--- src/rtl/custom2apb_pkg.sv ---
// Shared types and constants for the custom-bus to APB4 bridge.
package custom2apb_pkg;

    typedef enum logic [1:0] {
        IDLE   = 2'd0,
        SETUP  = 2'd1,
        ACCESS = 2'd2,
        RESP   = 2'd3
    } state_t;

    localparam logic [3:0]  STRB_READ     = 4'b0000;
    localparam logic [31:0] TIMEOUT_RDATA = 32'h0;

endpackage

--- src/rtl/custom2apb_if.sv ---
// Core-side valid/ready memory bus and APB4 bus bundles, each with both
// master and slave views.
interface custom2apb_mem_if;
    logic        mem_valid;
    logic        mem_ready;
    logic [31:0] mem_addr;
    logic [31:0] mem_wdata;
    logic [3:0]  mem_wstrb;
    logic [31:0] mem_rdata;
    logic        bus_err;

    modport master (
        output mem_valid, mem_addr, mem_wdata, mem_wstrb,
        input  mem_ready, mem_rdata, bus_err
    );
    modport slave (
        input  mem_valid, mem_addr, mem_wdata, mem_wstrb,
        output mem_ready, mem_rdata, bus_err
    );
endinterface

interface custom2apb_apb_if #(
    parameter int ADDR_WIDTH = 32
);
    logic [ADDR_WIDTH-1:0] PADDR;
    logic                  PSEL;
    logic                  PENABLE;
    logic                  PWRITE;
    logic [31:0]           PWDATA;
    logic [3:0]            PSTRB;
    logic                  PREADY;
    logic [31:0]           PRDATA;
    logic                  PSLVERR;

    modport master (
        output PADDR, PSEL, PENABLE, PWRITE, PWDATA, PSTRB,
        input  PREADY, PRDATA, PSLVERR
    );
    modport slave (
        input  PADDR, PSEL, PENABLE, PWRITE, PWDATA, PSTRB,
        output PREADY, PRDATA, PSLVERR
    );
endinterface

--- src/rtl/custom2apb.sv ---
// Custom valid/ready responder to APB4 initiator: one SETUP/ACCESS per core transfer,
// mem_ready 3 cycles after acceptance plus PREADY waits; CUSTOM2APB_TIMEOUT_EN bounds ACCESS.
module custom2apb
    import custom2apb_pkg::*;
#(
    parameter int ADDR_WIDTH     = 32,
    parameter int TIMEOUT_CYCLES = 255
) (
    input  logic             clk,
    input  logic             resetn,
    custom2apb_mem_if.slave  mem,
    custom2apb_apb_if.master apb
);

    if (TIMEOUT_CYCLES < 1 || TIMEOUT_CYCLES > 65535) begin : g_bad_timeout
        $error("custom2apb: TIMEOUT_CYCLES out of range 1..65535");
    end

    state_t                state_q, state_d;
    logic [ADDR_WIDTH-1:0] paddr_q, paddr_d;
    logic [31:0]           pwdata_q, pwdata_d;
    logic [3:0]            pstrb_q, pstrb_d;
    logic                  pwrite_q, pwrite_d;
    logic                  psel_q, psel_d;
    logic                  penable_q, penable_d;
    logic                  mem_ready_q, mem_ready_d;
    logic [31:0]           rdata_q, rdata_d;
    logic                  bus_err_q, bus_err_d;

`ifdef CUSTOM2APB_TIMEOUT_EN
    localparam logic [15:0] TO_LIMIT = 16'(TIMEOUT_CYCLES);
    logic [15:0]            cnt_q, cnt_d;
`endif

    always_ff @(posedge clk or negedge resetn) begin
        if (!resetn) begin
            state_q     <= IDLE;
            paddr_q     <= '0;
            pwdata_q    <= '0;
            pstrb_q     <= '0;
            pwrite_q    <= 1'b0;
            psel_q      <= 1'b0;
            penable_q   <= 1'b0;
            mem_ready_q <= 1'b0;
            rdata_q     <= '0;
            bus_err_q   <= 1'b0;
`ifdef CUSTOM2APB_TIMEOUT_EN
            cnt_q       <= '0;
`endif
        end else begin
            state_q     <= state_d;
            paddr_q     <= paddr_d;
            pwdata_q    <= pwdata_d;
            pstrb_q     <= pstrb_d;
            pwrite_q    <= pwrite_d;
            psel_q      <= psel_d;
            penable_q   <= penable_d;
            mem_ready_q <= mem_ready_d;
            rdata_q     <= rdata_d;
            bus_err_q   <= bus_err_d;
`ifdef CUSTOM2APB_TIMEOUT_EN
            cnt_q       <= cnt_d;
`endif
        end
    end

    always_comb begin
        state_d     = state_q;
        paddr_d     = paddr_q;
        pwdata_d    = pwdata_q;
        pstrb_d     = pstrb_q;
        pwrite_d    = pwrite_q;
        psel_d      = psel_q;
        penable_d   = penable_q;
        rdata_d     = rdata_q;
        mem_ready_d = 1'b0;
        bus_err_d   = 1'b0;
`ifdef CUSTOM2APB_TIMEOUT_EN
        cnt_d       = cnt_q;
`endif

        case (state_q)
            IDLE: begin
                if (mem.mem_valid) begin
                    paddr_d   = mem.mem_addr[ADDR_WIDTH-1:0];
                    pwdata_d  = mem.mem_wdata;
                    pwrite_d  = |mem.mem_wstrb;
                    pstrb_d   = (|mem.mem_wstrb) ? mem.mem_wstrb : STRB_READ;
                    psel_d    = 1'b1;
                    penable_d = 1'b0;
                    state_d   = SETUP;
`ifdef CUSTOM2APB_TIMEOUT_EN
                    cnt_d     = '0;
`endif
                end
            end
            SETUP: begin
                penable_d = 1'b1;
                state_d   = ACCESS;
            end
            ACCESS: begin
                if (apb.PREADY) begin
                    if (!pwrite_q) begin
                        rdata_d = apb.PRDATA;
                    end
                    bus_err_d   = apb.PSLVERR;
                    psel_d      = 1'b0;
                    penable_d   = 1'b0;
                    mem_ready_d = 1'b1;
                    state_d     = RESP;
                end
`ifdef CUSTOM2APB_TIMEOUT_EN
                else begin
                    cnt_d = cnt_q + 16'd1;
                    // Expiry only when PREADY is low, so a late PREADY still completes normally.
                    if (cnt_d == TO_LIMIT) begin
                        rdata_d     = TIMEOUT_RDATA;
                        bus_err_d   = 1'b1;
                        psel_d      = 1'b0;
                        penable_d   = 1'b0;
                        mem_ready_d = 1'b1;
                        state_d     = RESP;
                    end
                end
`endif
            end
            RESP: begin
                state_d = IDLE;
            end
            default: begin
                state_d = IDLE;
            end
        endcase
    end

    assign apb.PADDR     = paddr_q;
    assign apb.PWDATA    = pwdata_q;
    assign apb.PSTRB     = pstrb_q;
    assign apb.PWRITE    = pwrite_q;
    assign apb.PSEL      = psel_q;
    assign apb.PENABLE   = penable_q;
    assign mem.mem_ready = mem_ready_q;
    assign mem.mem_rdata = rdata_q;
    assign mem.bus_err   = bus_err_q;

endmodule

--- src/flat_wrapper.sv ---
// flat-port wrapper written by rule: the top's interface ports become plain ports
module custom2apb_flat import custom2apb_pkg::*;
#(
    parameter int ADDR_WIDTH     = 32,
    parameter int TIMEOUT_CYCLES = 255
)
  (clk, resetn, mem_mem_valid, mem_mem_addr, mem_mem_wdata, mem_mem_wstrb, mem_mem_ready, mem_mem_rdata, mem_bus_err, apb_PADDR, apb_PSEL, apb_PENABLE, apb_PWRITE, apb_PWDATA, apb_PSTRB, apb_PREADY, apb_PRDATA, apb_PSLVERR);
  custom2apb_mem_if mem_i ();
  custom2apb_apb_if #(.ADDR_WIDTH(ADDR_WIDTH)) apb_i ();
  input  logic clk;
  input  logic resetn;
  input wire logic [$bits(mem_i.mem_valid)-1:0] mem_mem_valid;
  input wire logic [$bits(mem_i.mem_addr)-1:0] mem_mem_addr;
  input wire logic [$bits(mem_i.mem_wdata)-1:0] mem_mem_wdata;
  input wire logic [$bits(mem_i.mem_wstrb)-1:0] mem_mem_wstrb;
  output wire logic [$bits(mem_i.mem_ready)-1:0] mem_mem_ready;
  output wire logic [$bits(mem_i.mem_rdata)-1:0] mem_mem_rdata;
  output wire logic [$bits(mem_i.bus_err)-1:0] mem_bus_err;
  output wire logic [$bits(apb_i.PADDR)-1:0] apb_PADDR;
  output wire logic [$bits(apb_i.PSEL)-1:0] apb_PSEL;
  output wire logic [$bits(apb_i.PENABLE)-1:0] apb_PENABLE;
  output wire logic [$bits(apb_i.PWRITE)-1:0] apb_PWRITE;
  output wire logic [$bits(apb_i.PWDATA)-1:0] apb_PWDATA;
  output wire logic [$bits(apb_i.PSTRB)-1:0] apb_PSTRB;
  input wire logic [$bits(apb_i.PREADY)-1:0] apb_PREADY;
  input wire logic [$bits(apb_i.PRDATA)-1:0] apb_PRDATA;
  input wire logic [$bits(apb_i.PSLVERR)-1:0] apb_PSLVERR;
  assign mem_i.mem_valid = mem_mem_valid;
  assign mem_i.mem_addr = mem_mem_addr;
  assign mem_i.mem_wdata = mem_mem_wdata;
  assign mem_i.mem_wstrb = mem_mem_wstrb;
  assign mem_mem_ready = mem_i.mem_ready;
  assign mem_mem_rdata = mem_i.mem_rdata;
  assign mem_bus_err = mem_i.bus_err;
  assign apb_PADDR = apb_i.PADDR;
  assign apb_PSEL = apb_i.PSEL;
  assign apb_PENABLE = apb_i.PENABLE;
  assign apb_PWRITE = apb_i.PWRITE;
  assign apb_PWDATA = apb_i.PWDATA;
  assign apb_PSTRB = apb_i.PSTRB;
  assign apb_i.PREADY = apb_PREADY;
  assign apb_i.PRDATA = apb_PRDATA;
  assign apb_i.PSLVERR = apb_PSLVERR;
  custom2apb #(.ADDR_WIDTH(ADDR_WIDTH), .TIMEOUT_CYCLES(TIMEOUT_CYCLES)) u_core (.clk(clk), .resetn(resetn), .mem(mem_i), .apb(apb_i));
endmodule
--- config.mk ---
export PLATFORM = sky130hd
export DESIGN_NAME = custom2apb_flat
export DESIGN_NICKNAME = d
export VERILOG_FILES = /design/src/rtl/custom2apb_pkg.sv /design/src/rtl/custom2apb_if.sv /design/src/rtl/custom2apb.sv /design/src/flat_wrapper.sv
export SDC_FILE = /design/constraint.sdc
export NUM_CORES = 1
export LEC_CHECK = 0
export BUFFER_PORTS_ARGS = -buffer_cell sky130_fd_sc_hd__buf_2
export CAP_MARGIN = 20
export CELL_PAD_IN_SITES_DETAIL_PLACEMENT = 1
export CELL_PAD_IN_SITES_GLOBAL_PLACEMENT = 2
export CORE_MARGIN = 5
export CORE_UTILIZATION = 27
export CTS_CLUSTER_SIZE = 24
export DETAILED_ROUTE_END_ITERATION = 10
export HOLD_SLACK_MARGIN = 0.12
export PLACE_DENSITY_LB_ADDON = 0.1
export SLEW_MARGIN = 20
export SYNTH_ARGS = -nofsm -noshare
export SYNTH_HDL_FRONTEND = slang
export SYNTH_SLANG_ARGS = --single-unit
--- constraint.sdc ---
create_clock -name clk -period 1.5 [get_ports clk]
set_input_delay 0.15 -clock clk [delete_from_list [all_inputs] [get_ports clk]]
set_output_delay 0.15 -clock clk [all_outputs]
set_load 0.005 [all_outputs]
==> results of run 1 <==
[synthesized netlist by cell type]
master	n	area [sq um]
sky130_fd_sc_hd__o22a_2	1	10.01
sky130_fd_sc_hd__buf_6	1	11.26
sky130_fd_sc_hd__ha_1	4	50.05
sky130_fd_sc_hd__mux2_2	72	810.8
sky130_fd_sc_hd__mux2i_1	1	10.01
sky130_fd_sc_hd__mux2_4	30	450.4
sky130_fd_sc_hd__inv_1	5	18.77
sky130_fd_sc_hd__dfrtp_1	107	2678
sky130_fd_sc_hd__nand2_1	2	7.510
sky130_fd_sc_hd__and3_2	1	7.510
sky130_fd_sc_hd__nor4_1	1	6.260
sky130_fd_sc_hd__o21ai_0	1	5.000
sky130_fd_sc_hd__nand2b_4	1	13.76
sky130_fd_sc_hd__buf_2	7	35.03
sky130_fd_sc_hd__and2_4	1	8.760
sky130_fd_sc_hd__a22oi_1	1	7.510
sky130_fd_sc_hd__a221oi_1	1	8.760
sky130_fd_sc_hd__o2bb2ai_1	1	8.760
sky130_fd_sc_hd__buf_12	3	60.06
[worst paths after layout]
kind,from,to,depth (start not counted)
min in group clk,mem_mem_valid,u_core.apb.PSEL,4
worst min-delay path,resetn,u_core.mem.mem_rdata[4],2
worst min register to register,u_core.apb.PADDR[4],u_core.apb.PADDR[4],1
max in group asynchronous,resetn,u_core.mem.mem_rdata[26],3
worst max-delay path,u_core.state_q[1],u_core.apb.PADDR[5],5
worst max register to register,u_core.state_q[1],u_core.apb.PADDR[5],5
[per-layer routing]
layer,global-route usage,up-vias,wire [um]
li1,-,1497,-
met1,0.1676,1592,5288
met2,0.2260,128,6038
met3,0.04918,12,1091
met4,0.05486,0,221
met5,0,-,0
[area by class of cell]
cell class | count | area share
Clock buffer | 12 | 0.03628
Clock inverter | 4 | 0.01027
Inverter | 5 | 0.002655
Multi-Input combinational cell | 118 | 0.2050
Sequential cell | 107 | 0.3788
Tap cell | 211 | 0.03735
Timing Repair Buffer | 329 | 0.3297
[cells by family after synthesis]
kind of cell | after synthesis
DFF | 107
muxes | 103
buffers and inverters | 16
and+or+nand+nor | 6
AOI/OAI and AO/OA | 5
adders and majority gates | 4
[power by group]
part,internal (mW),total (mW),switching [mW]
registers,4.35,5.06,0.705
clock network,1.55,2.62,1.06
logic,3.29,5.30,2.01
total,9.20,13.0,3.78
[flip-flops by register name, summed over array words and instances (netlist names), 2 cells and up]
register / count
u_core.apb.PADDR: 32
u_core.apb.PSTRB: 4
u_core.apb.PWDATA: 32
u_core.mem.mem_rdata: 32
u_core.state_q: 2
[repair_timing]
item,CTS,global route
buffers inserted,0,1
resized for setup,2,9
hold buffers,103,0
gates cloned,1,1
endpoints found under the setup margin,69,89
endpoints found under the hold margin,199,0
[stage by stage]
stage	cells	area, sq um	hold slack, ns	power (mW)
after floorplan	241	4210	-0.1456	7.655
after global placement	664	5604	0.09348	9.908
after detailed placement	664	5604	0.09377	10.04
after CTS	784	6994	0.2559	13.04
after global routing	786	7069	0.2863	13.87
final	786	7069	0.2643	12.98
==> impl.org, run 1 <==
** Run status
- The flow ran to the end, but the final reports show violations.
- The final reports fail on setup timing.

** Logic synthesis
- The area fraction in compound gates after synthesis is 0.009515.
- Mux contribution to synthesized area :: 0.3021
- Of the total synthesized cell area, the portion taken by XOR and XNOR cells is 0.
- Synthesis handed over a netlist of around 240 instances.
- Number of synthesis warnings :: 0
- Of the total synthesized cell area, the portion taken by AND, OR, NAND and NOR gates is 0.01041.
- For this run, the register share of the synthesized area comes to 0.6363.
- Main combinational cell family by area after synthesis :: multiplexers
- Synth Area per Inst :: ~17 sq um
- Net Count, Synth :: 350
- After synthesis the netlist holds a flip-flop and latch count of about 110.
- Unique masters post-synth :: 19
- Cell area after synthesis :: ~0.0042 sq mm
- Area share of fa/ha/maj cells after synthesis :: 0.01189

** Cells and area
- Number of fill cells :: around 1,600
- Leading cell types in the layout, fill and taps excluded :: 208 x sky130_fd_sc_hd__buf_2, 107 x sky130_fd_sc_hd__dfrtp_1, 103 x sky130_fd_sc_hd__dlygate4sd3_1
- Area used by multi-input combinational logic :: 0.001449 sq mm
- Measured on the finished design, the core utilization comes to 0.4633.
- Leaving out fill and tap cells, the most frequent cell in the layout is sky130_fd_sc_hd__buf_2.
- Fraction of layout cells with a size suffix above 1 :: 0.6139
- Number of nets in the finished design :: 679
- Diodes inserted :: 0
- Compared with the post-synthesis result, the final layout area differs by 68.00%.
- Across the whole layout, storage elements account for about 0.0027 sq mm.

** Floorplan
- Starting utilization of the core area :: 0.2758
- Core region area :: between 0.015 and 0.02 sq mm
- The die is 134.8 um wide.
- The floorplan has 45 rows.
- The floorplan step defined a die boundary enclosing between 0.015 and 0.02 sq mm.
- I/O pin count :: between 200 and 250
- The die is between 100 and 150 um tall.

** Clocking
- Clock net sink count :: between 100 and 150
- Latest clock arrival within the worst-skew pair :: around 0.34 ns
- Clock slew at the register clock pins of the worst setup and hold paths :: roughly 0.070 ns
- The root buffer cell chosen for the clock tree is sky130_fd_sc_hd__clkbuf_16.
- H-Tree Depth :: 3
- Buffer levels on the longest clock path :: 2
- Counting the buffers created by CTS gives 9.
- TritonCTS built the clock tree.

** Setup path
- The cell family contributing the most delay on the critical path is flip-flops.
- List of cells traversed by the critical path :: inv_1 -> ha_2 -> nand2_8 -> clkbuf_16 -> mux2_2
- Setup crit start kind :: flop
- Slack of the worst reg-to-reg path :: -0.008 ns
- Data arrives at the worst endpoint at 1.73 ns.
- Required time of the critical path :: around 1.7 ns
- Crit-path max cell delay :: around 0.4 ns
- STA classifies the critical path endpoint as a flop.
- The worst setup path is of the flop to flop kind.
- Critical path buffer and inverter count :: 2
- In this run the worst path has a maximum fanout of 14.
- CP max stage cell :: sky130_fd_sc_hd__dfrtp_1

** Timing
- Derived from the worst setup path, the maximum achievable clock frequency is around 660 MHz.
- Once routing completed, OpenROAD measured the worst setup slack at -0.008206 ns.
- The number of pins exceeding their max-slew limit in the final report is 0.
- After routing, the total negative slack on setup checks comes to -0.008206 ns.
- Measured against its own limit, the worst slew margin works out to 0.7555.
- Share of the clock period used by the worst path :: 1.005
- Final Setup Violations :: 1
- The clock arrives with between 0.004 and 0.005 ns of skew.
- For the pin with the worst max-slew slack, the measured transition is 0.3667 ns.
- The number of hold violations in the final report is 0.
- Setup repair after global routing could not meet its margin everywhere.
- For the finished layout, the period the worst path requires is ~1.5 ns.

** Place
- Placed wire-length estimate after detailed placement :: between 8000 and 9000 um
- In this run the tool buffered the top-level ports with around 210 buffer cells.
- Pre-CTS setup slack :: -0.03490 ns
- Routability cong. :: slightly below 0.7

** Pwr
- The worst-case IR drop observed on VDD is 0.8522 mV.
- Dividing total power by cell area gives a power density of roughly 1800 mW/mm^2.
- Cell leakage power :: between 3 and 4 nW

** Routing
- Via density per instance :: between 4 and 5
- Dividing the detail-routed wire length by the instance count gives around 16 um.
- The first detailed-routing pass took 4 iterations.
- Number of nets with antenna violations after routing :: 0
- For this run, design rule violations remaining after detail routing come to 0.
- After the first detailed-routing iteration, the DRC count stood at 65.
- For this block, the routed nets add up to 12,640 um of wire.
- Across all layers, the routed design uses 3,229 vias.

** GRT
- Wire length of the first global-routing pass :: 19,720 um
- The number of global-route vias before repair was about 3,700.
- The number of antenna violations at the first check in global routing is 0.
- Pin count of the biggest net entering global routing :: 34
- After global routing the overflow that remains totals 0.
- Total global-route track usage :: 0.1386

** Min path
- Worst min path class :: primary input to async pin

** Job
- The tool flagged a number of max-cap violations equal to 0.
(Power assumes the default switching activity.)
==> inputs of run 2 (changes only) <==
--- a/config.mk
+++ b/config.mk
@@ -10,7 +10,7 @@
 export CELL_PAD_IN_SITES_DETAIL_PLACEMENT = 1
 export CELL_PAD_IN_SITES_GLOBAL_PLACEMENT = 2
 export CORE_MARGIN = 5
-export CORE_UTILIZATION = 27
+export CORE_UTILIZATION = 32
 export CTS_CLUSTER_SIZE = 24
 export DETAILED_ROUTE_END_ITERATION = 10
 export HOLD_SLACK_MARGIN = 0.12
==> constraint.sdc (replaced) <==
create_clock -name clk -period 1.9 [get_ports clk]
set_input_delay 0.19 -clock clk [delete_from_list [all_inputs] [get_ports clk]]
set_output_delay 0.19 -clock clk [all_outputs]
set_load 0.005 [all_outputs]
==> impl.org, run 2 (synthesis gave the netlist of run 1 again) <==
** Clocking
- The clock passes through at most 2 buffers.
- In this run the clock root is driven by a sky130_fd_sc_hd__clkbuf_16.
- Clock net sink count :: 107
- For the worst-skew pair, the clock arrives at the later sink with an insertion delay of 0.34 ns.
- Counting the buffers created by CTS gives 9.
- Clock-pin slew was measured on the worst setup and hold paths at about 0.060 ns.
- TritonCTS built the clock tree.
- The clock tree synthesis step divided the H-tree into 3 levels.

** Setup path
- List of cells traversed by the critical path :: inv_1 -> ha_1 -> and2_4 -> nand2b_4 -> buf_12 -> mux2_4
- STA puts the critical path data arrival time at roughly 1.9 ns.
- Required time of the critical path :: around 2.1 ns
- The worst setup path is captured at a flop.
- The critical path is of the flop to flop type.
- In this design, the stage delay of the slowest critical-path cell is 0.41 ns.
- Setup crit start kind :: flop
- Critical path buffer and inverter count :: 2
- In this design, the largest share of critical-path delay is due to flip-flops.
- In this run the number of cells on the critical path is 6.
- Along the worst path, the maximum fanout reaches 12.
- The largest individual stage delay along the critical path comes from the cell sky130_fd_sc_hd__dfrtp_1.
- The worst register-to-register path has a depth of 6.

** Routing
- Routed via count :: between 3,000 and 4,000
- 1st-pass router iterations :: 3
- DRT iter0 DRCs :: around 90
- After detailed routing, the met2 layer carries 6043 um of wire.
- Via density per instance :: approximately 4.3
- After detailed routing, the number of remaining DRC violations is 0.
- The detail route stage leaves a number of antenna-violating nets equal to 0.
- Wire length reported by the detailed router :: roughly 12,000 um
- Total met3 wirelength after detailed routing :: 1145 um
- After detailed routing, the average wire length per cell comes to 16.57 um.
- Highest metal layer with signal wires :: met4
- Length of routed wiring on met1 :: 4844 um

** Timing
- Pins over their slew limit :: 0
- Setup repair after global routing missed its margin :: false
- Setup slack of the critical path after layout :: roughly 0.19 ns
- For the pin with the worst max-slew slack, the measured transition is around 0.52 ns.
- Between clock sinks in the finished design, the worst skew comes to just under 0.008 ns.
- Post-route setup TNS :: 0 ns
- Headroom to the max-slew limit :: 0.6560
- Post-route minimum period :: 1.707 ns
- Final hold violation count :: 0
- Final Setup Violations :: 0
- Derived from the worst setup path, the maximum achievable clock frequency is 586.0 MHz.
- Across all hold checks on the routed design, the worst slack comes to between 0.1 and 0.15 ns.
- Dividing the final minimum period by the clock period gives 0.8982.

** Floorplan
- Core region area :: 0.01277 sq mm
- In this run the vertical extent of the chip is approximately 120 um.
- Total Die Area :: around 0.016 sq mm
- 210 I/O pins were placed.
- After floorplanning, the core was divided into 41 placement rows.
- The initial utilization of the core area, before any placement, comes to 0.3294.
- From left edge to right edge, the die measures between 100 and 150 um.

** Cells and area
- The library cell used most frequently in the layout, excluding fill and tap cells, is sky130_fd_sc_hd__buf_2.
- The count of cells in the finished layout, fillers not included, comes to roughly 740.
- The library cells used most frequently in the layout, excluding fill and tap cells, are 208 x sky130_fd_sc_hd__buf_2, 107 x sky130_fd_sc_hd__dfrtp_1, 102 x sky130_fd_sc_hd__dlygate4sd3_1.
- Design Area, Final :: approximately 0.0068 sq mm
- Compared with the post-synthesis result, the final layout area differs by 61.37%.
- Number of nets in the finished design :: approximately 670
- The number of antenna diodes in the final layout is 0.
- For this run, the share of the core covered by cells in the final layout is 0.5316.
- Of the cells placed in the final design, the portion with a size suffix greater than 1 is 0.5968.

** Place
- Placed wire-length estimate after detailed placement :: ~8200 um
- At the placement stage, the worst setup path has a slack of between 0.15 and 0.2 ns.
- After detailed placement, the total cell area comes to around 0.0055 sq mm.
- Count of port buffers added during placement :: 209
- Routability-driven placement finished with a final weighted congestion of a little over 0.7.
- Cell count after placement :: about 620

** Job
- Total of max-cap violations :: 0

** GRT
- The number of global-route vias before repair came to ~3,700.
- The number of antenna violations at the first check in global routing was 0.
- Remaining global-route overflow :: 0
- Entering global routing, the biggest net connects 45 pins.
- Across every metal layer, demand over resource in global routing totals 0.1605.
- The first global-routing pass estimated between 15,000 and 20,000 um of wire.

** Pwr
- After layout, the design draws a total of 9.635 mW.
- For this design the ratio of total power to cell area is around 1400 mW/mm^2.
- Cell leakage power :: 3.427 nW
- Across the VDD grid, the largest voltage drop is ~0.76 mV.

** Min path
- Hold Path Cell Cnt :: 2
- The min-delay analysis places its worst path in the category primary input to flop.

** Run status
- Result of the run :: finished clean
==> run 2: cell types whose count changed in the layout (fill, tap and decap cells not counted), moves of 2 or more <==
cell and delta:
sky130_fd_sc_hd__ha_2 -2, sky130_fd_sc_hd__bufinv_16 -2, sky130_fd_sc_hd__ha_1 +3, sky130_fd_sc_hd__buf_4 -5
==> run 2: worst register-to-register path: stages (launching register included) <==
cell	delay [ns]
sky130_fd_sc_hd__dfrtp_1	0.41
sky130_fd_sc_hd__inv_1	0.10
sky130_fd_sc_hd__ha_1	0.25
sky130_fd_sc_hd__and2_4	0.20
sky130_fd_sc_hd__nand2b_4	0.14
sky130_fd_sc_hd__buf_12	0.20
sky130_fd_sc_hd__mux2_4	0.30
==> run 2: path summary, 6_finish.rpt <==
path	slack, ns	end	startpoint
min in group asynchronous	0.36	u_core.mem.mem_rdata[21]	resetn
min	0.15	u_core.mem.bus_err	apb_PREADY
max reg2reg	0.19	u_core.mem.mem_rdata[16]	u_core.state_q[0]
max in group asynchronous	0.91	u_core.apb.PADDR[10]	resetn
min reg2reg	0.50	u_core.apb.PWDATA[18]	u_core.apb.PWDATA[18]
max	0.19	u_core.mem.mem_rdata[16]	u_core.state_q[0]
==> run 2: repair_timing <==
item / 4_1_cts / 5_1_grt
resized for setup: 0 / 0
setup endpoints to repair: 0 / 0
buffers inserted: 0 / 0
endpoints found under the hold margin: 135 / 0
hold buffers: 102 / 0
==> run 2: cell type report <==
class                           instances  area, sq um
Multi-Input combinational cell        118         1413
Timing Repair Buffer                  318         2185
Inverter                                5        18.77
Sequential cell                       107         2678
Tap cell                              172        215.2
Clock buffer                           14        274.0
Fill cell                            1347         5983
Clock inverter                          1        7.507
==> run 2: report_power, final <==
group / leakage (nW) / switching, mW / internal (mW)
registers: 1.27 / 0.567 / 3.44
clock network: 0.135 / 0.781 / 0.991
logic: 2.02 / 1.46 / 2.40
total: 3.43 / 2.81 / 6.83
==> run 2: per-layer routing <==
metal,vias up,GRT usage
met3,10,0.07633
met4,0,0.04191
met1,1564,0.1825
met2,131,0.2713
li1,1475,-
met5,-,0
==> inputs of run 3 (changes only) <==
--- a/config.mk
+++ b/config.mk
@@ -5,7 +5,7 @@
 export SDC_FILE = /design/constraint.sdc
 export NUM_CORES = 1
 export LEC_CHECK = 0
-export BUFFER_PORTS_ARGS = -buffer_cell sky130_fd_sc_hd__buf_2
+export BUFFER_PORTS_ARGS = -buffer_cell sky130_fd_sc_hd__buf_4
 export CAP_MARGIN = 20
 export CELL_PAD_IN_SITES_DETAIL_PLACEMENT = 1
 export CELL_PAD_IN_SITES_GLOBAL_PLACEMENT = 2
==> impl.org, run 3 (synthesis gave the netlist of run 1 again) <==
** Floorplan
- Core region area :: around 0.013 sq mm
- For this configuration, the core starts out at a cell density of 0.3294.
- I/O pin count :: 210
- Total Die Area :: ~0.016 sq mm
- The die is between 100 and 150 um wide.
- Chip height :: 124.7 um
- # rows :: between 40 and 50

** Timing
- Headroom to the max-slew limit :: 0.6840
- The tightest hold path in the finished design has a slack of 0.2950 ns.
- Dividing the final minimum period by the clock period gives 0.8921.
- Post-route setup TNS :: 0 ns
- Transition time of the tightest slew-check pin :: 0.4740 ns
- The clock arrives with ~0.0048 ns of skew.
- Setup violations remaining at the end of the flow were counted as 0.
- The number of hold violations in the final report came to 0.
- The worst path needs between 1.5 and 2 ns of the cycle, external delays included.
- The number of pins exceeding their max-slew limit in the final report was 0.
- Setup slack of the critical path after layout :: between 0.2 and 0.25 ns
- Setup repair after global routing missed its margin :: false
- FMAX :: 590.0 MHz

** Cells and area
- Of the cells placed in the final design, the portion with a size suffix greater than 1 is 0.5961.
- Core utilization of the finished layout :: 0.5764
- The library cell used most frequently in the layout, excluding fill and tap cells, is sky130_fd_sc_hd__buf_4.
- Number of fill cells :: 1,248
- The number of antenna diodes in the final layout is 0.
- At the end of the flow, the number of nets in the layout was roughly 670.
- Layout overhead on the synthesized area :: 74.96%
- The finished layout holds roughly 740 standard cells, fillers aside.
- Leading cell types in the layout, fill and taps excluded :: 211 x sky130_fd_sc_hd__buf_4, 107 x sky130_fd_sc_hd__dfrtp_1, 104 x sky130_fd_sc_hd__dlygate4sd3_1
- Design Area, Final :: 0.007362 sq mm

** Clocking
- In this run the clock root is driven by a sky130_fd_sc_hd__clkbuf_16.
- No sink is reached through more buffers than the 2 on the longest clock path.
- Latest clock arrival within the worst-skew pair :: ~0.34 ns
- Cells resized by post-CTS repair :: 0
- In this run, post-CTS hold repair placed ~100 buffers.
- Clock slew at the register clock pins of the worst setup and hold paths :: 0.07 ns
- Buffers added to address setup during post-CTS repair amount to 0.
- Clock net sink count :: around 110
- CTS tree :: done
- The H-tree was split into 3 levels.
- Total CTS buffers :: 9

** Run status
- The flow ran to the end, and the final reports show no timing, DRC or antenna violations.

** Setup path
- Largest fanout on the critical path :: 16
- The worst setup path is launched from a flop.
- List of cells traversed by the critical path :: inv_1 -> ha_1 -> and2_4 -> nand2b_4 -> buf_12 -> mux2_4
- The critical path is of the flop to flop type.
- Worst Setup End Kind :: flop
- In this design, the stage delay of the slowest critical-path cell is roughly 0.4 ns.
- Required time of the critical path :: ~2.1 ns
- At the worst endpoint, the arrival time is 1.92 ns.
- For this design, the slowest cell found on the critical path is sky130_fd_sc_hd__dfrtp_1.

** GRT
- Vias in the first global route :: between 3,000 and 4,000
- Summed over all layers, the global routing overflow is 0.
- The number of antenna violations at the first check in global routing is 0.
- Pin count of the biggest net entering global routing :: 44
- Total global-route track usage :: 0.1683
- The first global-routing pass estimated around 21,000 um of wire.

** Place
- Cell count after placement :: 619
- Placed wire-length estimate after detailed placement :: ~8700 um
- OpenSTA, run right after detailed placement, puts the worst setup slack at about 0.23 ns.
- The congestion estimate from routability-driven global placement came to 0.7005.
- After detailed placement, the total cell area comes to 0.006028 sq mm.
- The count of buffers added on input and output ports is roughly 210.

** Routing
- Average wire per cell in the routed design :: approximately 17 um
- Using the TritonRoute via totals, the vias-per-cell ratio works out to roughly 4.3.
- Wire length reported by the detailed router :: 12,780 um
- In the routed design, unresolved DRC markers number 0.
- Number of nets with antenna violations after routing :: 0
- For this run, the detailed router's first-pass iteration total came to 4.
- For this block, the via count after detailed routing is ~3,200.
- The first routing iteration left 72 violations.

** Pwr
- Peak supply drop :: around 0.75 mV
- Cell leakage power :: between 3 and 4 nW
- Cell area power density :: roughly 1400 mW/mm^2
- Overall power consumption after layout is estimated at 10.50 mW.

** Min path
- Worst min path class :: primary input to flop

** Job
- Total of max-cap violations :: 0
-- run 3: worst paths after layout --
| check | start | end | slack [ns] | depth (start not counted) |
|---|---|---|---|---|
| worst max-delay path | u_core.state_q[0] | u_core.mem.mem_rdata[11] | 0.21 | 6 |
| worst max register to register | u_core.state_q[0] | u_core.mem.mem_rdata[11] | 0.21 | 6 |
| worst min-delay path | mem_mem_valid | u_core.apb.PSEL | 0.30 | 4 |
| min in group asynchronous | resetn | u_core.mem.mem_rdata[29] | 0.35 | 2 |
| worst min register to register | u_core.apb.PADDR[2] | u_core.apb.PADDR[2] | 0.51 | 1 |
| max in group asynchronous | resetn | u_core.apb.PADDR[24] | 0.95 | 3 |
-- run 3: routing by layer --
metal	GRT usage	vias up	routed length, um
li1	-	1481	-
met1	0.1906	1588	4923
met2	0.2898	129	6577
met3	0.07933	7	1186
met4	0.03675	0	90
met5	0	-	0
-- run 3: power breakdown --
group | switching, mW | internal [mW]
logic | 1.51 | 3.07
clock network | 0.796 | 1.03
registers | 0.648 | 3.44
total | 2.95 | 7.54
-- run 3: area by class of cell --
| type | count | area (sq um) | share of cell area |
|---|---|---|---|
| clock inverters | 1 | 5.005 | 0.0006798 |
| multi-input cells | 118 | 1413 | 0.1919 |
| clock buffers | 15 | 287.8 | 0.03909 |
| repair buffers | 321 | 2745 | 0.3729 |
| inverters | 5 | 18.77 | 0.002549 |
| flip-flops and latches | 107 | 2678 | 0.3637 |
| well taps | 172 | 215.2 | 0.02923 |
-- run 3: worst max-delay path: cells and delay by family, from the launching register on --
family | cells | cell delay (ns)
adders and majority gates | 1 | 0.21
buffers and inverters | 2 | 0.30
DFF | 1 | 0.40
muxes | 1 | 0.32
and+or+nand+nor | 2 | 0.33
